--- config.mk ---
export PLATFORM = sky130hd
export DESIGN_NAME = sd_init_sequencer
export DESIGN_NICKNAME = d
export VERILOG_FILES = /design/src/rtl/sd_pkg.sv /design/src/rtl/sd_cmd_framer.sv /design/src/rtl/sd_init_sequencer.sv
export SDC_FILE = /design/constraint.sdc
export NUM_CORES = 1
export LEC_CHECK = 0
export BUFFER_PORTS_ARGS = -buffer_cell sky130_fd_sc_hd__buf_2
export CAP_MARGIN = 20
export CORE_ASPECT_RATIO = 0.9
export CORE_UTILIZATION = 41
export DETAILED_ROUTE_END_ITERATION = 10
export PLACE_DENSITY = 0.65
export SLEW_MARGIN = 15
export SYNTH_ARGS = -nofsm -noshare
export SYNTH_HDL_FRONTEND = slang
export SYNTH_SLANG_ARGS = --single-unit
export TNS_END_PERCENT = 20
--- constraint.sdc ---
create_clock -name clk -period 3.5 [get_ports clk]
set_clock_uncertainty 0.2 [all_clocks]
set_input_delay 0.175 -clock clk [delete_from_list [all_inputs] [get_ports clk]]
set_output_delay 0.175 -clock clk [all_outputs]
set_load 0.05 [all_outputs]
--- src/rtl/sd_pkg.sv ---
// rtl/sd_pkg.sv - shared constants for the SD-card SPI-mode init sequencer
// Purpose: FSM state encodings, command indices, command argument/CRC lookup,
//          R1 values and err_code values. No ports.
package sd_pkg;

  typedef logic [3:0] state_t;

  localparam state_t ST_IDLE     = 4'd0;
  localparam state_t ST_PWRUP    = 4'd1;
  localparam state_t ST_CMD_SEND = 4'd2;
  localparam state_t ST_R1_WAIT  = 4'd3;
  localparam state_t ST_R_TAIL   = 4'd4;
  localparam state_t ST_GAP      = 4'd5;
  localparam state_t ST_DECIDE   = 4'd6;
  localparam state_t ST_DONE     = 4'd7;
  localparam state_t ST_ERROR    = 4'd8;

  localparam logic [5:0] CMD0   = 6'd0;
  localparam logic [5:0] CMD8   = 6'd8;
  localparam logic [5:0] ACMD41 = 6'd41;
  localparam logic [5:0] CMD55  = 6'd55;
  localparam logic [5:0] CMD58  = 6'd58;

  localparam logic [31:0] ARG_CMD8   = 32'h0000_01AA;
  localparam logic [31:0] ARG_ACMD41 = 32'h4000_0000;
  localparam logic [7:0]  CRC_CMD0   = 8'h95;
  localparam logic [7:0]  CRC_CMD8   = 8'h87;
  localparam logic [7:0]  CRC_OTHER  = 8'h01;

  // First frame byte carries start bit 0 and transmission bit 1.
  localparam logic [1:0] FRAME_START = 2'b01;

  localparam logic [7:0] R1_IDLE  = 8'h01;
  localparam logic [7:0] R1_READY = 8'h00;

  localparam logic [2:0] ERR_NONE   = 3'd0;
  localparam logic [2:0] ERR_CMD0   = 3'd1;
  localparam logic [2:0] ERR_CMD8   = 3'd2;
  localparam logic [2:0] ERR_ACMD41 = 3'd3;
  localparam logic [2:0] ERR_CMD58  = 3'd4;
  localparam logic [2:0] ERR_NCR    = 3'd5;

  function automatic logic [31:0] arg_of(input logic [5:0] idx);
    case (idx)
      CMD8:    arg_of = ARG_CMD8;
      ACMD41:  arg_of = ARG_ACMD41;
      default: arg_of = 32'h0;
    endcase
  endfunction

  function automatic logic [7:0] crc_of(input logic [5:0] idx);
    case (idx)
      CMD0:    crc_of = CRC_CMD0;
      CMD8:    crc_of = CRC_CMD8;
      default: crc_of = CRC_OTHER;
    endcase
  endfunction

  // R7 (CMD8) and R3 (CMD58) carry four bytes after R1.
  function automatic logic has_tail(input logic [5:0] idx);
    has_tail = (idx == CMD8) || (idx == CMD58);
  endfunction

endpackage

--- src/rtl/sd_cmd_framer.sv ---
// rtl/sd_cmd_framer.sv - selects the byte of a 6-byte SD command frame
// Purpose: combinational frame byte lookup.
// Ports: cmd_idx (6) command index, cmd_arg (32) argument, cmd_crc (8) CRC byte
//        incl. end bit, byte_idx (4) position 0..5, frame_byte (8) byte to send.
module sd_cmd_framer
  import sd_pkg::*;
(
  input  logic [5:0]  cmd_idx,
  input  logic [31:0] cmd_arg,
  input  logic [7:0]  cmd_crc,
  input  logic [3:0]  byte_idx,
  output logic [7:0]  frame_byte
);

  always_comb begin
    frame_byte = 8'hFF;
    case (byte_idx)
      4'd0:    frame_byte = {FRAME_START, cmd_idx};
      4'd1:    frame_byte = cmd_arg[31:24];
      4'd2:    frame_byte = cmd_arg[23:16];
      4'd3:    frame_byte = cmd_arg[15:8];
      4'd4:    frame_byte = cmd_arg[7:0];
      4'd5:    frame_byte = cmd_crc;
      default: frame_byte = 8'hFF;
    endcase
  end

endmodule

--- src/rtl/sd_init_sequencer.sv ---
// rtl/sd_init_sequencer.sv - SD-card SPI-mode initialisation sequencer
// Purpose: drives a byte-level SPI engine through power-up clocks, CMD0, CMD8,
//          CMD55/ACMD41 polling and CMD58; owns chip select and slow-clock request.
// Ports: clk, reset (async active-low), start (pulse), init_done, init_err,
//        err_code (3), card_sdhc, spi_slow, spi_cs_n, spi_tx_valid, spi_tx_byte (8),
//        spi_tx_ready, spi_rx_valid, spi_rx_byte (8).
module sd_init_sequencer
  import sd_pkg::*;
#(
  parameter int DUMMY_BYTES  = 10,
  parameter int NCR_MAX      = 8,
  parameter int ACMD41_TRIES = 1000,
  parameter int CMD0_TRIES   = 3
) (
  input  logic       clk,
  input  logic       reset,
  input  logic       start,
  output logic       init_done,
  output logic       init_err,
  output logic [2:0] err_code,
  output logic       card_sdhc,
  output logic       spi_slow,
  output logic       spi_cs_n,
  output logic       spi_tx_valid,
  output logic [7:0] spi_tx_byte,
  input  logic       spi_tx_ready,
  input  logic       spi_rx_valid,
  input  logic [7:0] spi_rx_byte
);

  localparam int NCR_W  = $clog2(NCR_MAX + 1);
  localparam int ACMD_W = $clog2(ACMD41_TRIES + 1);
  localparam int C0_W   = $clog2(CMD0_TRIES + 1);

  state_t            state;
  logic [3:0]        cnt;
  logic [NCR_W-1:0]  ncr_cnt;
  logic [ACMD_W-1:0] acmd_cnt;
  logic [C0_W-1:0]   cmd0_cnt;
  logic [5:0]        cur_cmd;
  logic [7:0]        r1;
  logic [31:0]       tail;
  logic              timeout;
  logic              busy;       // a byte was accepted and its rx pulse is pending
  logic [7:0]        frame_byte;

  // Only CCS and the CMD8 echo are interpreted; other tail bits are carried along.
  logic unused_tail_bits;
  assign unused_tail_bits = ^{tail[31], tail[29:12]};

  wire rx_done   = spi_rx_valid && busy;
  wire byte_state = (state == ST_PWRUP) || (state == ST_CMD_SEND) || (state == ST_R1_WAIT) ||
                    (state == ST_R_TAIL) || (state == ST_GAP);

  sd_cmd_framer u_framer (
    .cmd_idx   (cur_cmd),
    .cmd_arg   (arg_of(cur_cmd)),
    .cmd_crc   (crc_of(cur_cmd)),
    .byte_idx  (cnt),
    .frame_byte(frame_byte)
  );

  assign spi_cs_n  = !((state == ST_CMD_SEND) || (state == ST_R1_WAIT) || (state == ST_R_TAIL));
  assign spi_slow  = (state != ST_DONE);
  assign init_done = (state == ST_DONE);
  assign init_err  = (state == ST_ERROR);

  always_ff @(posedge clk or negedge reset) begin
    if (!reset) begin
      state        <= ST_IDLE;
      cnt          <= '0;
      ncr_cnt      <= '0;
      acmd_cnt     <= '0;
      cmd0_cnt     <= '0;
      cur_cmd      <= CMD0;
      r1           <= 8'hFF;
      tail         <= '0;
      timeout      <= 1'b0;
      busy         <= 1'b0;
      err_code     <= ERR_NONE;
      card_sdhc    <= 1'b0;
      spi_tx_valid <= 1'b0;
      spi_tx_byte  <= 8'hFF;
    end else begin
      // Byte issue: one byte in flight, next one only after its rx pulse.
      if (spi_tx_valid && spi_tx_ready) begin
        spi_tx_valid <= 1'b0;
        busy         <= 1'b1;
      end else if (rx_done) begin
        busy <= 1'b0;
      end else if (!spi_tx_valid && !busy && byte_state) begin
        spi_tx_valid <= 1'b1;
        spi_tx_byte  <= (state == ST_CMD_SEND) ? frame_byte : 8'hFF;
      end

      case (state)
        ST_IDLE, ST_DONE, ST_ERROR: begin
          if (start) begin
            state     <= ST_PWRUP;
            cnt       <= '0;
            cmd0_cnt  <= '0;
            acmd_cnt  <= '0;
            err_code  <= ERR_NONE;
            card_sdhc <= 1'b0;
          end
        end
        ST_PWRUP: begin
          if (rx_done) begin
            if (cnt == 4'(DUMMY_BYTES - 1)) begin
              cnt     <= '0;
              cur_cmd <= CMD0;
              state   <= ST_CMD_SEND;
            end else begin
              cnt <= cnt + 4'd1;
            end
          end
        end
        ST_CMD_SEND: begin
          if (rx_done) begin
            if (cnt == 4'd5) begin
              cnt     <= '0;
              ncr_cnt <= '0;
              timeout <= 1'b0;
              state   <= ST_R1_WAIT;
            end else begin
              cnt <= cnt + 4'd1;
            end
          end
        end
        ST_R1_WAIT: begin
          if (rx_done) begin
            if (!spi_rx_byte[7]) begin
              r1    <= spi_rx_byte;
              cnt   <= '0;
              state <= has_tail(cur_cmd) ? ST_R_TAIL : ST_GAP;
            end else if (ncr_cnt == NCR_W'(NCR_MAX - 1)) begin
              // Power-up (CMD0 retry) or ERROR follows, both deselect anyway.
              timeout <= 1'b1;
              state   <= ST_DECIDE;
            end else begin
              ncr_cnt <= ncr_cnt + 1'b1;
            end
          end
        end
        ST_R_TAIL: begin
          if (rx_done) begin
            tail <= {tail[23:0], spi_rx_byte};
            if (cnt == 4'd3) state <= ST_GAP;
            else cnt <= cnt + 4'd1;
          end
        end
        ST_GAP: begin
          if (rx_done) state <= ST_DECIDE;
        end
        ST_DECIDE: begin
          cnt   <= '0;
          state <= ST_CMD_SEND;
          if (cur_cmd == CMD0) begin
            if (!timeout && r1 == R1_IDLE) begin
              cur_cmd <= CMD8;
            end else if (cmd0_cnt == C0_W'(CMD0_TRIES - 1)) begin
              state    <= ST_ERROR;
              err_code <= ERR_CMD0;
            end else begin
              cmd0_cnt <= cmd0_cnt + 1'b1;
              state    <= ST_PWRUP;
            end
          end else if (timeout) begin
            state    <= ST_ERROR;
            err_code <= ERR_NCR;
          end else begin
            case (cur_cmd)
              CMD8: begin
                if (r1 == R1_IDLE && tail[11:0] == 12'h1AA) begin
                  cur_cmd <= CMD55;
                end else begin
                  state    <= ST_ERROR;
                  err_code <= ERR_CMD8;
                end
              end
              CMD55: begin
                if (r1[7:1] == 7'd0) begin
                  acmd_cnt <= acmd_cnt + 1'b1;
                  cur_cmd  <= ACMD41;
                end else begin
                  state    <= ST_ERROR;
                  err_code <= ERR_ACMD41;
                end
              end
              ACMD41: begin
                if (r1 == R1_READY) begin
                  cur_cmd <= CMD58;
                end else if (r1 == R1_IDLE && acmd_cnt != ACMD_W'(ACMD41_TRIES)) begin
                  cur_cmd <= CMD55;
                end else begin
                  state    <= ST_ERROR;
                  err_code <= ERR_ACMD41;
                end
              end
              default: begin
                if (r1 == R1_READY) begin
                  card_sdhc <= tail[30];
                  state     <= ST_DONE;
                end else begin
                  state    <= ST_ERROR;
                  err_code <= ERR_CMD58;
                end
              end
            endcase
          end
        end
        default: state <= ST_IDLE;
      endcase
    end
  end

endmodule

==> results_tabular.tex <==
\begin{tabular}{lr}
\hline
Metric & Value \\
\hline
\multicolumn{2}{l}{\textbf{Global route}} \\
First-pass GRT wire length & approximately 18000 µm \\
Total grt overflow & 0 \\
Vias in the first global route & roughly 3500 \\
Maximum number of pins on one net before global-route repair & 46 \\
GRT Total Usage & around 22\% \\
Antenna violations before repair & 0 \\
\multicolumn{2}{l}{\textbf{Floorplanning}} \\
Overall die width & 109 µm \\
Number of I/O pins & 30 \\
Initial Util & $\sim$43\% \\
Area enclosed by the die boundary & 10600 µm² \\
Die Span Y & just under 100 µm \\
Floorplan core area & 9830 µm² \\
Cell row count & 34 \\
\multicolumn{2}{l}{\textbf{Setup path}} \\
Required time of the worst setup path & 3.56 ns \\
Crit Path Max Fanout & 22 \\
CP Data Arrival Time & about 2.9 ns \\
Critical register-to-register path endpoint & acmd\_cnt[9] \\
Crit path launch type & register \\
Category of the worst setup path capture point & register \\
Logic depth of the worst register-to-register path & 5 \\
Crit Path Class & register to register \\
Reg-to-reg slack, setup & between 0.6 and 0.7 ns \\
Reg2Reg Launch Point & state[2] \\
\multicolumn{2}{l}{\textbf{Yosys}} \\
Synth Instances & between 400 and 500 \\
Number of different library cells in the post-synthesis netlist & 82 \\
Synthesis warning total & 0 \\
Seq cells post-synth & 67 \\
Net count of the mapped netlist & about 460 \\
EDFF count, synth & 0 \\
Post-synth top area cell & sky130\_fd\_sc\_hd\_\_dfrtp\_1 \\
Synthesized area & approximately 4200 µm² \\
Predominant post-synthesis flop cell & sky130\_fd\_sc\_hd\_\_dfrtp\_1 \\
Synth top area share & a little under a third \\
Most area-consuming cells after synthesis & sky130\_fd\_sc\_hd\_\_dfrtp\_1 (30\%), sky130\_fd\_sc\_hd\_\_dfstp\_2 (10\%), sky130\_fd\_sc\_hd\_\_mux2\_2 (5.6\%) \\
Register area share after synthesis & 40.4\% \\
Share of flip-flops with an asynchronous set or reset after synthesis & 100\% \\
Post-Syn Area per Cell & 9.47 µm² \\
\multicolumn{2}{l}{\textbf{Route}} \\
Wire length per cell & roughly 18 µm \\
Antenna Nets Post-Route & 0 \\
Number of vias per cell after detailed routing & 6.12 \\
Vias after detailed routing & around 3700 \\
Total length of routed wires & $\sim$11000 µm \\
Iteration-0 DRC Markers & 333 \\
DRC violations left & 0 \\
First-pass detailed-route iteration total & 5 \\
\multicolumn{2}{l}{\textbf{Clocking}} \\
Clock-pin transition on the worst setup and hold timing paths & $\sim$0.060 ns \\
Clock tree from TritonCTS & done \\
Largest buffer count on any clock path & 2 \\
Cells resized by post-CTS repair & 0 \\
Clock latency of the later-clocked register in the worst-skew pair & approximately 0.34 ns \\
Cell chosen for the clock root & sky130\_fd\_sc\_hd\_\_clkbuf\_16 \\
Clock buffers created by TritonCTS & 9 \\
Number of clock sinks seen by CTS & 67 \\
H-tree levels & 3 \\
\multicolumn{2}{l}{\textbf{Power and ir drop}} \\
Total power draw & 4100 µW \\
Share of total power in combinational logic & between 40\% and 50\% \\
Max rail drop VDD & around 0.00040 V \\
Psw & around 1800 µW \\
Clock network fraction of total power & 23.0\% \\
Reg power frac & around a third \\
Total internal power & approximately 2300 µW \\
P\_leak & approximately 0.0020 µW \\
Power density over the cells & approximately 850 nW/µm² \\
Switching Share & approximately 44\% \\
\multicolumn{2}{l}{\textbf{Timing}} \\
Setup violations, final & 0 \\
Setup repair after global routing missed its margin & false \\
Post-route clock period utilization & roughly four fifths \\
Max-slew violation count & 0 \\
Worst-margin pin slew & just over 0.9 ns \\
Final Hold Vio Count & 0 \\
Max frequency & around 0.36 GHz \\
Final critical-path required period & 2.81 ns \\
Relative slew slack & about 39\% \\
Sum of negative setup slack & 0 ns \\
\multicolumn{2}{l}{\textbf{Worst hold path}} \\
Hold worst-path end & tail[7] \\
Hold Path Class & primary input to register \\
Worst hold path cell count & 3 \\
Hold path startpoint & spi\_rx\_byte[7] \\
\multicolumn{2}{l}{\textbf{Job}} \\
Max-cap violations & 0 \\
\multicolumn{2}{l}{\textbf{Place}} \\
IO buf count & 29 \\
Final RePlAce weighted congestion & 0.914 \\
Detailed placer's ending HPWL & between 7000 and 8000 µm \\
Placed standard-cell area & about 4400 µm² \\
\multicolumn{2}{l}{\textbf{Finish}} \\
Highest-count cells in the layout ignoring fill and taps & sky130\_fd\_sc\_hd\_\_dfrtp\_1 (51), sky130\_fd\_sc\_hd\_\_nand2\_1 (43), sky130\_fd\_sc\_hd\_\_o21ai\_0 (31), sky130\_fd\_sc\_hd\_\_buf\_2 (28), sky130\_fd\_sc\_hd\_\_nor2\_1 (22) \\
Non-Filler Cell Area, Final & between 4000 and 5000 µm² \\
Layout Utilization & about 50\% \\
FILL cells & between 900 and 1000 \\
ANT cells & 0 \\
Post-layout nets & between 400 and 500 \\
Most common cell after layout, fill and taps aside & sky130\_fd\_sc\_hd\_\_dfrtp\_1 \\
Share of cells above drive strength 1 & 22.2\% \\
Synth-to-Final Area Change & 14.7\% \\
\multicolumn{2}{l}{\textbf{Status}} \\
Result of the run & complete, no violations \\
\hline
\end{tabular}
[cell usage after synthesis (3+ instances only)]
cell / count
sky130_fd_sc_hd__nand2_1: 43
sky130_fd_sc_hd__o21ai_0: 31
sky130_fd_sc_hd__nor3b_1: 6
sky130_fd_sc_hd__nand2b_1: 3
sky130_fd_sc_hd__buf_2: 14
sky130_fd_sc_hd__or4b_1: 3
sky130_fd_sc_hd__nor2b_1: 8
sky130_fd_sc_hd__o2111ai_1: 3
sky130_fd_sc_hd__a211oi_1: 5
sky130_fd_sc_hd__nand3b_1: 9
sky130_fd_sc_hd__a21o_1: 4
sky130_fd_sc_hd__inv_1: 18
sky130_fd_sc_hd__dfstp_2: 16
sky130_fd_sc_hd__nor4_1: 7
sky130_fd_sc_hd__o31ai_1: 6
sky130_fd_sc_hd__and2_1: 4
sky130_fd_sc_hd__a21oi_1: 21
sky130_fd_sc_hd__nor3_1: 12
sky130_fd_sc_hd__a22o_1: 3
sky130_fd_sc_hd__clkbuf_1: 5
sky130_fd_sc_hd__ha_1: 8
sky130_fd_sc_hd__and3_1: 4
sky130_fd_sc_hd__dfrtp_1: 51
sky130_fd_sc_hd__o21ai_1: 3
sky130_fd_sc_hd__o21bai_1: 3
sky130_fd_sc_hd__a311oi_1: 3
sky130_fd_sc_hd__mux2_2: 21
sky130_fd_sc_hd__nor4_2: 3
sky130_fd_sc_hd__o211ai_1: 5
sky130_fd_sc_hd__a31oi_1: 6
sky130_fd_sc_hd__nor2_1: 22
sky130_fd_sc_hd__or4_1: 5
sky130_fd_sc_hd__nand4_1: 10
sky130_fd_sc_hd__mux2i_1: 4
sky130_fd_sc_hd__a211o_1: 3
sky130_fd_sc_hd__nand3_1: 11
[cell type report]
class / instances / area (µm²) / share of cell area, %
Multi-Input combinational cell: 335 / 2310 / 48.0
Clock buffer: 10 / 239 / 4.97
Clock inverter: 6 / 71.3 / 1.48
Inverter: 18 / 67.6 / 1.40
Sequential cell: 67 / 1700 / 35.3
Tap cell: 126 / 158 / 3.28
Timing Repair Buffer: 42 / 270 / 5.62
[flip-flops by register name, summed over array words and instances, names as in the netlist, 2 cells and up]
signal,count
cur_cmd,5
acmd_cnt,10
err_code,3
r1,8
cmd0_cnt,2
tail,15
spi_tx_byte,8
ncr_cnt,4
cnt,4
state,4
[critical path: stages (launching register included)]
cell and delay [ns]:
sky130_fd_sc_hd__dfrtp_1 0.77, sky130_fd_sc_hd__nand4bb_1 0.46, sky130_fd_sc_hd__nor2_2 0.39, sky130_fd_sc_hd__a31oi_1 0.28, sky130_fd_sc_hd__nor4_1 0.39, sky130_fd_sc_hd__mux2i_1 0.23
[per-stage QoR]
step / setup WS [ns] / cells / hold slack (ns)
final: 0.690 / 604 / 0.0496
after detailed placement: 0.754 / 578 / 0.201
after global placement: 0.864 / 578 / 0.190
after CTS: 0.725 / 604 / 0.0435
after floorplan: 1.17 / 443 / -0.321
after global routing: 0.492 / 604 / 0.0637
[layer usage]
| metal | routed length, µm | vias to the layer above | share of wire, % | GRT usage, % |
|---|---|---|---|---|
| li1 | - | 1733 | - | - |
| met1 | 5050 | 1794 | 46 | 32.1 |
| met2 | 5010 | 145 | 45 | 32.4 |
| met3 | 750 | 24 | 6.8 | 5.54 |
| met4 | 254 | 0 | 2.3 | 8.63 |
| met5 | 0 | - | 0 | 0 |
[what timing repair did]
item	4_1_cts	5_1_grt
hold endpoints to repair	51	0
buffers inserted	0	0
hold buffers	10	0
[worst max path at each step]
stage / start / end / slack [ns] / cells past startpoint
floorplan: state[3] / acmd_cnt[5] / 1.17 / 6
global placement: state[3] / acmd_cnt[7] / 0.86 / 5
detailed placement: state[3] / acmd_cnt[7] / 0.75 / 5
CTS: state[3] / acmd_cnt[9] / 0.73 / 5
global route: state[3] / acmd_cnt[9] / 0.49 / 5
finish: state[2] / acmd_cnt[9] / 0.69 / 5
[cell families after synthesis]
logic type	after synthesis	share of synthesized area, %
flip-flops	67	40.4
AND/OR/NAND/NOR	175	24.9
buffers and inverters	41	4.53
multiplexers	26	6.86
adder cells (fa/ha/maj)	8	2.39
AO/OA/AOI/OAI	123	20.3
XOR/XNOR	3	0.626
[power by group through the flow]
stage | Combinational [µW] | Sequential, µW | Clock (µW)
final | 1790 | 1370 | 943
after global routing | 1940 | 1410 | 992
after CTS | 1780 | 1360 | 965
after detailed placement | 1760 | 1380 | 0
after global placement | 1750 | 1360 | 0
after floorplan | 1330 | 1400 | 0
Note: power is estimated with default switching activity, not from simulation.
